===== src/rtl/ps2_pkt_assembler_if.sv =====
// Byte-side and packet-side signals of the PS/2 packet assembler.
// master = upstream byte receiver / packet consumer, slave = assembler.
interface ps2_pkt_assembler_if;
  logic        byte_vld;
  logic [7:0]  byte_data;
  logic        byte_err;
  logic        ps2pkt_vld;
  logic [23:0] ps2pkt_data;
  logic        sync_err;
  logic        timeout_err;
  logic [15:0] pkt_cnt;

  modport master (
    output byte_vld, byte_data, byte_err,
    input  ps2pkt_vld, ps2pkt_data, sync_err, timeout_err, pkt_cnt
  );

  modport slave (
    input  byte_vld, byte_data, byte_err,
    output ps2pkt_vld, ps2pkt_data, sync_err, timeout_err, pkt_cnt
  );
endinterface


===== src/rtl/ps2_pkt_assembler.sv =====
// Collects the three bytes of a PS/2 stream-mode mouse packet into one word,
// dropping misaligned, errored or stalled partial packets.
module ps2_pkt_assembler #(
  parameter int TIMEOUT_CYC = 100000,
  parameter int CNT_W       = 20
) (
  input  logic               clk_sys,
  input  logic               rst_n,
  input  logic               en,
  ps2_pkt_assembler_if.slave bus
);
  typedef enum logic [1:0] {
    WAIT_B0,
    WAIT_B1,
    WAIT_B2
  } state_t;

  localparam logic [CNT_W-1:0] TERM_CNT = CNT_W'(TIMEOUT_CYC - 1);

  state_t            state_reg, state_next;
  logic [CNT_W-1:0]  cnt_reg, cnt_next;
  logic [7:0]        byte0_reg, byte0_next;
  logic [7:0]        byte1_reg, byte1_next;
  logic [23:0]       pkt_data_reg, pkt_data_next;
  logic              pkt_vld_reg, pkt_vld_next;
  logic              sync_err_reg, sync_err_next;
  logic              timeout_err_reg, timeout_err_next;
  logic [15:0]       pkt_cnt_reg, pkt_cnt_next;
  logic              timeout_hit;

  assign timeout_hit = (cnt_reg == TERM_CNT);

  always_ff @(posedge clk_sys or negedge rst_n) begin
    if (!rst_n) begin
      state_reg       <= WAIT_B0;
      cnt_reg         <= '0;
      byte0_reg       <= '0;
      byte1_reg       <= '0;
      pkt_data_reg    <= '0;
      pkt_vld_reg     <= 1'b0;
      sync_err_reg    <= 1'b0;
      timeout_err_reg <= 1'b0;
      pkt_cnt_reg     <= '0;
    end else begin
      state_reg       <= state_next;
      cnt_reg         <= cnt_next;
      byte0_reg       <= byte0_next;
      byte1_reg       <= byte1_next;
      pkt_data_reg    <= pkt_data_next;
      pkt_vld_reg     <= pkt_vld_next;
      sync_err_reg    <= sync_err_next;
      timeout_err_reg <= timeout_err_next;
      pkt_cnt_reg     <= pkt_cnt_next;
    end
  end

  // Priority: disable, then byte_err, then an accepted byte, then timeout.
  always_comb begin
    state_next       = state_reg;
    cnt_next         = cnt_reg;
    byte0_next       = byte0_reg;
    byte1_next       = byte1_reg;
    pkt_data_next    = pkt_data_reg;
    pkt_vld_next     = 1'b0;
    sync_err_next    = 1'b0;
    timeout_err_next = 1'b0;
    pkt_cnt_next     = pkt_cnt_reg;

    if (!en) begin
      state_next = WAIT_B0;
      cnt_next   = '0;
    end else if (bus.byte_err) begin
      state_next = WAIT_B0;
      cnt_next   = '0;
    end else begin
      case (state_reg)
        WAIT_B0: begin
          cnt_next = '0;
          if (bus.byte_vld) begin
            if (bus.byte_data[3]) begin
              byte0_next = bus.byte_data;
              state_next = WAIT_B1;
            end else begin
              sync_err_next = 1'b1;
            end
          end
        end
        WAIT_B1: begin
          if (bus.byte_vld) begin
            byte1_next = bus.byte_data;
            cnt_next   = '0;
            state_next = WAIT_B2;
          end else if (timeout_hit) begin
            cnt_next         = '0;
            state_next       = WAIT_B0;
            timeout_err_next = 1'b1;
          end else begin
            cnt_next = cnt_reg + CNT_W'(1);
          end
        end
        WAIT_B2: begin
          if (bus.byte_vld) begin
            pkt_data_next = {bus.byte_data, byte1_reg, byte0_reg};
            pkt_vld_next  = 1'b1;
            pkt_cnt_next  = pkt_cnt_reg + 16'd1;
            cnt_next      = '0;
            state_next    = WAIT_B0;
          end else if (timeout_hit) begin
            cnt_next         = '0;
            state_next       = WAIT_B0;
            timeout_err_next = 1'b1;
          end else begin
            cnt_next = cnt_reg + CNT_W'(1);
          end
        end
        default: begin
          state_next = WAIT_B0;
          cnt_next   = '0;
        end
      endcase
    end
  end

  assign bus.ps2pkt_vld  = pkt_vld_reg;
  assign bus.ps2pkt_data = pkt_data_reg;
  assign bus.sync_err    = sync_err_reg;
  assign bus.timeout_err = timeout_err_reg;
  assign bus.pkt_cnt     = pkt_cnt_reg;
endmodule


===== src/flat_wrapper.sv =====
// flat-port wrapper written by rule: the top's interface ports become plain ports
module ps2_pkt_assembler_flat 
#(
  parameter int TIMEOUT_CYC = 100000,
  parameter int CNT_W       = 20
)
  (clk_sys, rst_n, en, bus_byte_vld, bus_byte_data, bus_byte_err, bus_ps2pkt_vld, bus_ps2pkt_data, bus_sync_err, bus_timeout_err, bus_pkt_cnt);
  ps2_pkt_assembler_if bus_i ();
  input  logic clk_sys;
  input  logic rst_n;
  input  logic en;
  input wire logic [$bits(bus_i.byte_vld)-1:0] bus_byte_vld;
  input wire logic [$bits(bus_i.byte_data)-1:0] bus_byte_data;
  input wire logic [$bits(bus_i.byte_err)-1:0] bus_byte_err;
  output wire logic [$bits(bus_i.ps2pkt_vld)-1:0] bus_ps2pkt_vld;
  output wire logic [$bits(bus_i.ps2pkt_data)-1:0] bus_ps2pkt_data;
  output wire logic [$bits(bus_i.sync_err)-1:0] bus_sync_err;
  output wire logic [$bits(bus_i.timeout_err)-1:0] bus_timeout_err;
  output wire logic [$bits(bus_i.pkt_cnt)-1:0] bus_pkt_cnt;
  assign bus_i.byte_vld = bus_byte_vld;
  assign bus_i.byte_data = bus_byte_data;
  assign bus_i.byte_err = bus_byte_err;
  assign bus_ps2pkt_vld = bus_i.ps2pkt_vld;
  assign bus_ps2pkt_data = bus_i.ps2pkt_data;
  assign bus_sync_err = bus_i.sync_err;
  assign bus_timeout_err = bus_i.timeout_err;
  assign bus_pkt_cnt = bus_i.pkt_cnt;
  ps2_pkt_assembler #(.TIMEOUT_CYC(TIMEOUT_CYC), .CNT_W(CNT_W)) u_core (.clk_sys(clk_sys), .rst_n(rst_n), .en(en), .bus(bus_i));
endmodule

===== config.mk =====
export PLATFORM = sky130hd
export DESIGN_NAME = ps2_pkt_assembler_flat
export DESIGN_NICKNAME = d
export VERILOG_FILES = /design/src/rtl/ps2_pkt_assembler_if.sv /design/src/rtl/ps2_pkt_assembler.sv /design/src/flat_wrapper.sv
export SDC_FILE = /design/constraint.sdc
export NUM_CORES = 1
export LEC_CHECK = 0
export CELL_PAD_IN_SITES_DETAIL_PLACEMENT = 0
export CELL_PAD_IN_SITES_GLOBAL_PLACEMENT = 1
export CORE_ASPECT_RATIO = 0.9
export CORE_MARGIN = 3
export CORE_UTILIZATION = 30
export CTS_BUF_LIST = sky130_fd_sc_hd__clkbuf_8
export CTS_CLUSTER_DIAMETER = 30
export DETAILED_ROUTE_END_ITERATION = 7
export PLACE_DENSITY_LB_ADDON = 0.1
export RECOVER_POWER = 100
export SLEW_MARGIN = 20
export SYNTH_ARGS = -nofsm -noshare
export SYNTH_HDL_FRONTEND = slang
export SYNTH_SLANG_ARGS = --single-unit

===== constraint.sdc =====
create_clock -name clk_sys -period 3.4 [get_ports clk_sys]
set_input_delay 0.68 -clock clk_sys [delete_from_list [all_inputs] [get_ports clk_sys]]
set_output_delay 0.68 -clock clk_sys [all_outputs]
set_load 0.01 [all_outputs]

==> flow_summary.yaml, run 1 <==
synthesis:
  yosysTopAreaCellShare: 0.578
  yosys.area.top_type: "dfrtp_1"
  synth_fa_ha_area_frac: 0.0214
  synth_cell_types: 39
  synth_area_per_cell_um2: 10.5
  yosys_warnings: 0
  syn_inst: 335
  synth_compound_area_frac: 0.0357
  synth_top_family_by_area: "simple AND/OR/NAND/NOR gates"
  synth-simple-area-share: 0.222
  syn_area_um2: 3510
  ys_ff_latch: 81
  synth-seq-area-share: 0.578
  synth.mux.area_fraction: 0.0481
  synth_xor_area_frac: 0.0699
  synthTopCellsByArea: "dfrtp_1, nand2_1, mux2_2"
  syn_nets: 354
final_layout:
  drive_gt1_frac: 0.0934
  largest_reg_flops: 24
  diodes: 0
  area_growth_pct: 25.5
  final_cells: 548
  fin_util: 0.396
  fin_area_um2: 4400
  nets: 411
cts:
  cts_buffers: 9
  cts_sinks: 81
  hold_buffers: 0
  cts_tree: "done"
  postCtsSetupRepairBufs: 0
  cts_buffer_depth: 2
  post_cts_resized: 0
  worstSkewPairLatency_ps: 340
  cts_max_level: 3
  clk_pin_slew_ps: 80
  root_buffer: "clkbuf_8"
worst_setup_path:
  path_cells: "dlygate4sd3_1 -> nand2_1 -> a2111oi_0 -> o211ai_1 -> o21ai_0"
  worstRegToRegCells: 5
  r2r-end: "u_core.cnt_reg[8]$_DFF_PN0_"
  slowest_stage: "a2111oi_0"
  critPathMaxStageDelay_ps: 860
  path_class: "in -> reg"
  r2r_slack_ps: 1140
  required_ps: 3660
  cp-startpoint: "bus_byte_vld"
  worstPathArrival_ps: 2740
  crit_end: "u_core.state_reg[1]$_DFFE_PN0P_"
  crit_family: "compound AO/OA/AOI/OAI gates"
  worst-path-buf-inv: 1
  crit_fanout: 9
  end_kind: "flip-flop"
  path_depth: 5
  rr_startpoint: "u_core.cnt_reg[0]$_DFF_PN0_"
  critPathLaunchType: "input port"
pwr:
  ir_worst_vdd_uv: 246
  p_leak_nw: 2.11
  power.total_mw: 1.83
  p_per_area_nw_per_um2: 415
status:
  status: "finished with violations"
  violations: "capacitance limit, slew limit"
placed_design:
  place_hpwl_um: 4960
  placed_area_um2: 4220
  gp_congestion: 0.749
  portBuffers: 55
  post-place-ws_ps: 829
  dp_cells: 533
route:
  wl_um: 7470
  routedWlPerCell_um: 13.6
  drc: 0
  drtIter0Drc: 134
  drtPass1Iterations: 4
  viasPerCell: 4.58
  ant_nets: 0
  num_vias: 2511
timing:
  relSlewSlack: -0.334
  fmax_mhz: 404
  holdWs_ps: 462
  fin_ws_ps: 927
  setup_violations: 0
  fin_setup_tns_ps: 0
  tightest_slew_ps: 2000
  fin_skew_ps: 6.59
  fin_crit_sh: 0.727
  drv_slew: 82
  hold_violations: 0
  rsz0062_at_grt: "false"
  period_minus_slack_ps: 2470
global_routing:
  grtUsageMet2: 0.189
  use_met3: 0.0366
  grt_max_degree: 82
  grt_pass1_vias: 2534
  grt_usage: 0.125
  antenna_found_initial: 0
  grt-ovfl-total: 0
  gr-usage-met1: 0.170
  grt.busiest_layer: "met2"
  grt_pass1_wl_um: 12800
worst_hold_path:
  min_path_type: "reg -> reg"
  hold_path.startpoint: "u_core.byte0_reg[5]$_DFFE_PN0P_"
die:
  row_count: 36
  die_w_um: 120
  die_h_um: 109
  start_util: 0.315
  pin_count: 56
  core_area_um2: 11100
  dieArea_um2: 13000
flow_run:
  cap_viol_max_count: 1
## synthesized netlist by cell type, drive strengths merged
| cell type | instances |
|---|---|
| inv | 9 |
| a32oi | 1 |
| a2111oi | 1 |
| a21oi | 6 |
| o21ai | 4 |
| or4 | 4 |
| nor4 | 7 |
| nor4b | 1 |
| nand3b | 2 |
| nor3 | 7 |
| and3 | 3 |
| nand3 | 14 |
| or3 | 2 |
| mux2 | 15 |
| nor3b | 1 |
| o21bai | 1 |
| nor2b | 2 |
| o211ai | 1 |
| dfrtp | 81 |
| a22oi | 1 |
| nand4b | 1 |
| xnor2 | 13 |
| o31ai | 4 |
| buf | 5 |
| xor2 | 15 |
| nor2 | 21 |
| ha | 6 |
| or2 | 2 |
| nand4 | 10 |
| nand2 | 85 |
| clkbuf | 7 |
| and4 | 3 |
## how the worst min path moves through the flow
stage / endpoint / slack (ps) / cells past startpoint
2_1_floorplan: u_core.bus.pkt_cnt[0]$_DFFE_PN0P_ / 380 / 0
3_3_place_gp: u_core.bus.ps2pkt_data[12]$_DFFE_PN0P_ / 440 / 2
3_5_place_dp: u_core.bus.ps2pkt_data[12]$_DFFE_PN0P_ / 450 / 2
4_1_cts: u_core.bus.ps2pkt_data[12]$_DFFE_PN0P_ / 470 / 2
5_1_grt: u_core.bus.pkt_cnt[15]$_DFFE_PN0P_ / 490 / 1
6_report: u_core.bus.ps2pkt_data[5]$_DFFE_PN0P_ / 460 / 2
## power by group
part	total (mW)	switching, mW	internal [mW]
sequential	1.03	0.0226	1.01
clock	0.696	0.326	0.371
combinational	0.101	0.0477	0.0534
total	1.83	0.396	1.43
## worst min-delay path: stages, from the launching register on
cell,delay (ps)
dfrtp_1,340
nand2_1,50
nand2_1,50
## area by class of cell
class | count | area (um^2)
clock buffers | 11 | 151
clock inverters | 4 | 43.8
fillers | 1162 | 6720
inverters | 9 | 33.8
multi-input cells | 233 | 1390
flip-flops and latches | 81 | 2030
well taps | 152 | 190
repair buffers | 58 | 564
## cells by family (layout without fill, tap and decap cells)
logic type                 after synthesis  after routing
and+or+nand+nor                        165            165
DFF                                     81             81
xor gates and xnor gates                28             28
buffers and inverters                   21             82
AOI/OAI and AO/OA                       19             19
muxes                                   15             15
adders and majority gates                6              6
## routing by layer
metal | vias up | part of all wire
li1 | 1248 | -
met4 | 0 | 0.016
met5 | - | 0
met3 | 9 | 0.048
met2 | 57 | 0.41
met1 | 1197 | 0.52
## placed cells by master, fill, tap and decap left out, types with 2 or more instances in the layout
cell type	Yosys	layout
a21oi_1	6	6
and3_1	3	3
and4_1	2	3
buf_4	1	2
clkbuf_8	0	11
clkdlybuf4s50_1	0	9
clkinv_2	0	2
dfrtp_1	81	81
dlygate4sd3_1	0	45
ha_1	6	6
inv_1	8	9
mux2_2	15	15
nand2_1	85	85
nand3_1	12	12
nand3_2	2	2
nand3b_1	2	2
nand4_1	9	9
nor2_1	21	21
nor2b_1	2	2
nor3_1	7	7
nor4_1	7	7
o21ai_0	3	4
o31ai_1	4	4
or3_1	2	2
or4_1	4	4
xnor2_1	13	13
xor2_1	15	15
No activity file was read; power rests on OpenSTA's default activity.
==> run 2: changes to the inputs <==
==> constraint.sdc (replaced) <==
create_clock -name clk_sys -period 2.6 [get_ports clk_sys]
set_input_delay 0.52 -clock clk_sys [delete_from_list [all_inputs] [get_ports clk_sys]]
set_output_delay 0.52 -clock clk_sys [all_outputs]
set_load 0.01 [all_outputs]
==> flow_summary.yaml, run 2 (synthesis gave the netlist of run 1 again) <==
status:
  status: "finished with violations"
  violations: "capacitance limit, slew limit"
global_routing:
  grt_pass1_vias: 2523
  antenna_found_initial: 0
  grt_usage: 0.126
  grt_max_degree: 82
  grt-ovfl-total: 0
  grt_pass1_wl_um: 13000
timing:
  period_minus_slack_ps: 2220
  fmax_mhz: 450
  tightest_slew_ps: 1810
  fin_setup_tns_ps: 0
  relSlewSlack: -0.206
  fin_crit_sh: 0.855
  fin_skew_ps: 6.79
  drv_slew: 82
  setup_violations: 0
  fin_ws_ps: 377
  rsz0062_at_grt: "false"
  hold_violations: 0
route:
  drtIter0Drc: 165
  drtPass1Iterations: 4
  routedWlPerCell_um: 13.7
  viasPerCell: 4.55
  ant_nets: 0
  wl_um: 7540
  drc: 0
  num_vias: 2510
cts:
  cts_max_level: 3
  cts_sinks: 81
  clk_pin_slew_ps: 80
  postCtsSetupRepairBufs: 0
  worstSkewPairLatency_ps: 340
  post_cts_resized: 0
  cts_tree: "done"
  cts_buffers: 9
  root_buffer: "clkbuf_8"
  hold_buffers: 0
  cts_buffer_depth: 2
die:
  start_util: 0.315
  dieArea_um2: 13000
  pin_count: 56
  core_area_um2: 11100
  die_w_um: 120
  row_count: 36
  die_h_um: 109
placed_design:
  gp_congestion: 0.745
  place_hpwl_um: 5010
  post-place-ws_ps: 220
  portBuffers: 55
pwr:
  power.total_mw: 2.43
  ir_worst_vdd_uv: 249
  p_per_area_nw_per_um2: 550
  p_leak_nw: 2.13
worst_setup_path:
  worst-path-buf-inv: 1
  crit_family: "simple AND/OR/NAND/NOR gates"
  end_kind: "flip-flop"
  path_cells: "ha_1 -> and4_1 -> nand4_1 -> o21bai_1 -> clkbuf_2 -> nor2_1"
  critPathLaunchType: "flip-flop"
  path_class: "reg -> reg"
  slowest_stage: "dfrtp_1"
  required_ps: 2820
  critPathMaxStageDelay_ps: 400
  worstPathArrival_ps: 2450
  crit_fanout: 15
final_layout:
  area_growth_pct: 26.0
  drive_gt1_frac: 0.0950
  diodes: 0
  final_common_cell: "nand2_1"
  nets: 414
  fin_util: 0.397
  final_cell_mix: "nand2_1, dfrtp_1, dlygate4sd3_1, nor2_1"
  largest_reg_flops: 24
flow_run:
  cap_viol_max_count: 1
worst_hold_path:
  min_path_type: "reg -> reg"
[run 2: per-layer routing]
layer	GRT usage	share of wire
met1	0.178	0.52
met2	0.186	0.41
met3	0.0371	0.055
met4	0.0442	0.0093
met5	0	0
[run 2: cell type report]
class                      instances  area, um^2
timing repair buffer              61         576
clock inverter                     4        42.5
multi-input combinational        233        1390
inverter                           9        33.8
fill                            1139        6700
clock buffer                      12         165
sequential                        81        2030
tap                              152         190
[run 2: worst register-to-register path: stages, from the launching register on]
cell	delay, ps
dfrtp_1	400
ha_1	220
and4_1	390
nand4_1	250
o21bai_1	360
clkbuf_2	370
nor2_1	100
[run 2: worst paths after layout]
kind | start | to | slack (ps) | cells past startpoint
worst max-delay path | u_core.cnt_reg[0]$_DFF_PN0_ | u_core.cnt_reg[9]$_DFF_PN0_ | 380 | 6
worst min-delay path | u_core.byte0_reg[5]$_DFFE_PN0P_ | u_core.bus.ps2pkt_data[5]$_DFFE_PN0P_ | 460 | 2
worst max register to register | u_core.cnt_reg[0]$_DFF_PN0_ | u_core.cnt_reg[9]$_DFF_PN0_ | 380 | 6
worst min register to register | u_core.byte0_reg[5]$_DFFE_PN0P_ | u_core.bus.ps2pkt_data[5]$_DFFE_PN0P_ | 460 | 2
min in group asynchronous | rst_n | u_core.byte0_reg[4]$_DFFE_PN0P_ | 790 | 2
max in group asynchronous | rst_n | u_core.cnt_reg[4]$_DFF_PN0_ | 740 | 2
[run 2: through the flow]
step / hold WS, ps / cell area, um^2 / cells
floorplan: 224 / 3510 / 335
global placement: 446 / 4250 / 536
detailed placement: 447 / 4250 / 536
CTS: 196 / 4460 / 552
global route: 494 / 4420 / 552
finish: 459 / 4420 / 552
[run 2: report_power, final]
group	switching [mW]	internal, mW
clock	0.436	0.515
sequential	0.0295	1.32
combinational	0.0629	0.0711
==> run 3: changes to the inputs <==
--- a/config.mk
+++ b/config.mk
@@ -5,6 +5,7 @@
 export SDC_FILE = /design/constraint.sdc
 export NUM_CORES = 1
 export LEC_CHECK = 0
+export CAP_MARGIN = 20
 export CELL_PAD_IN_SITES_DETAIL_PLACEMENT = 0
 export CELL_PAD_IN_SITES_GLOBAL_PLACEMENT = 1
 export CORE_ASPECT_RATIO = 0.9
==> results of run 3 <==
The final DEF is identical to that of run 2; final timing and power are the same.
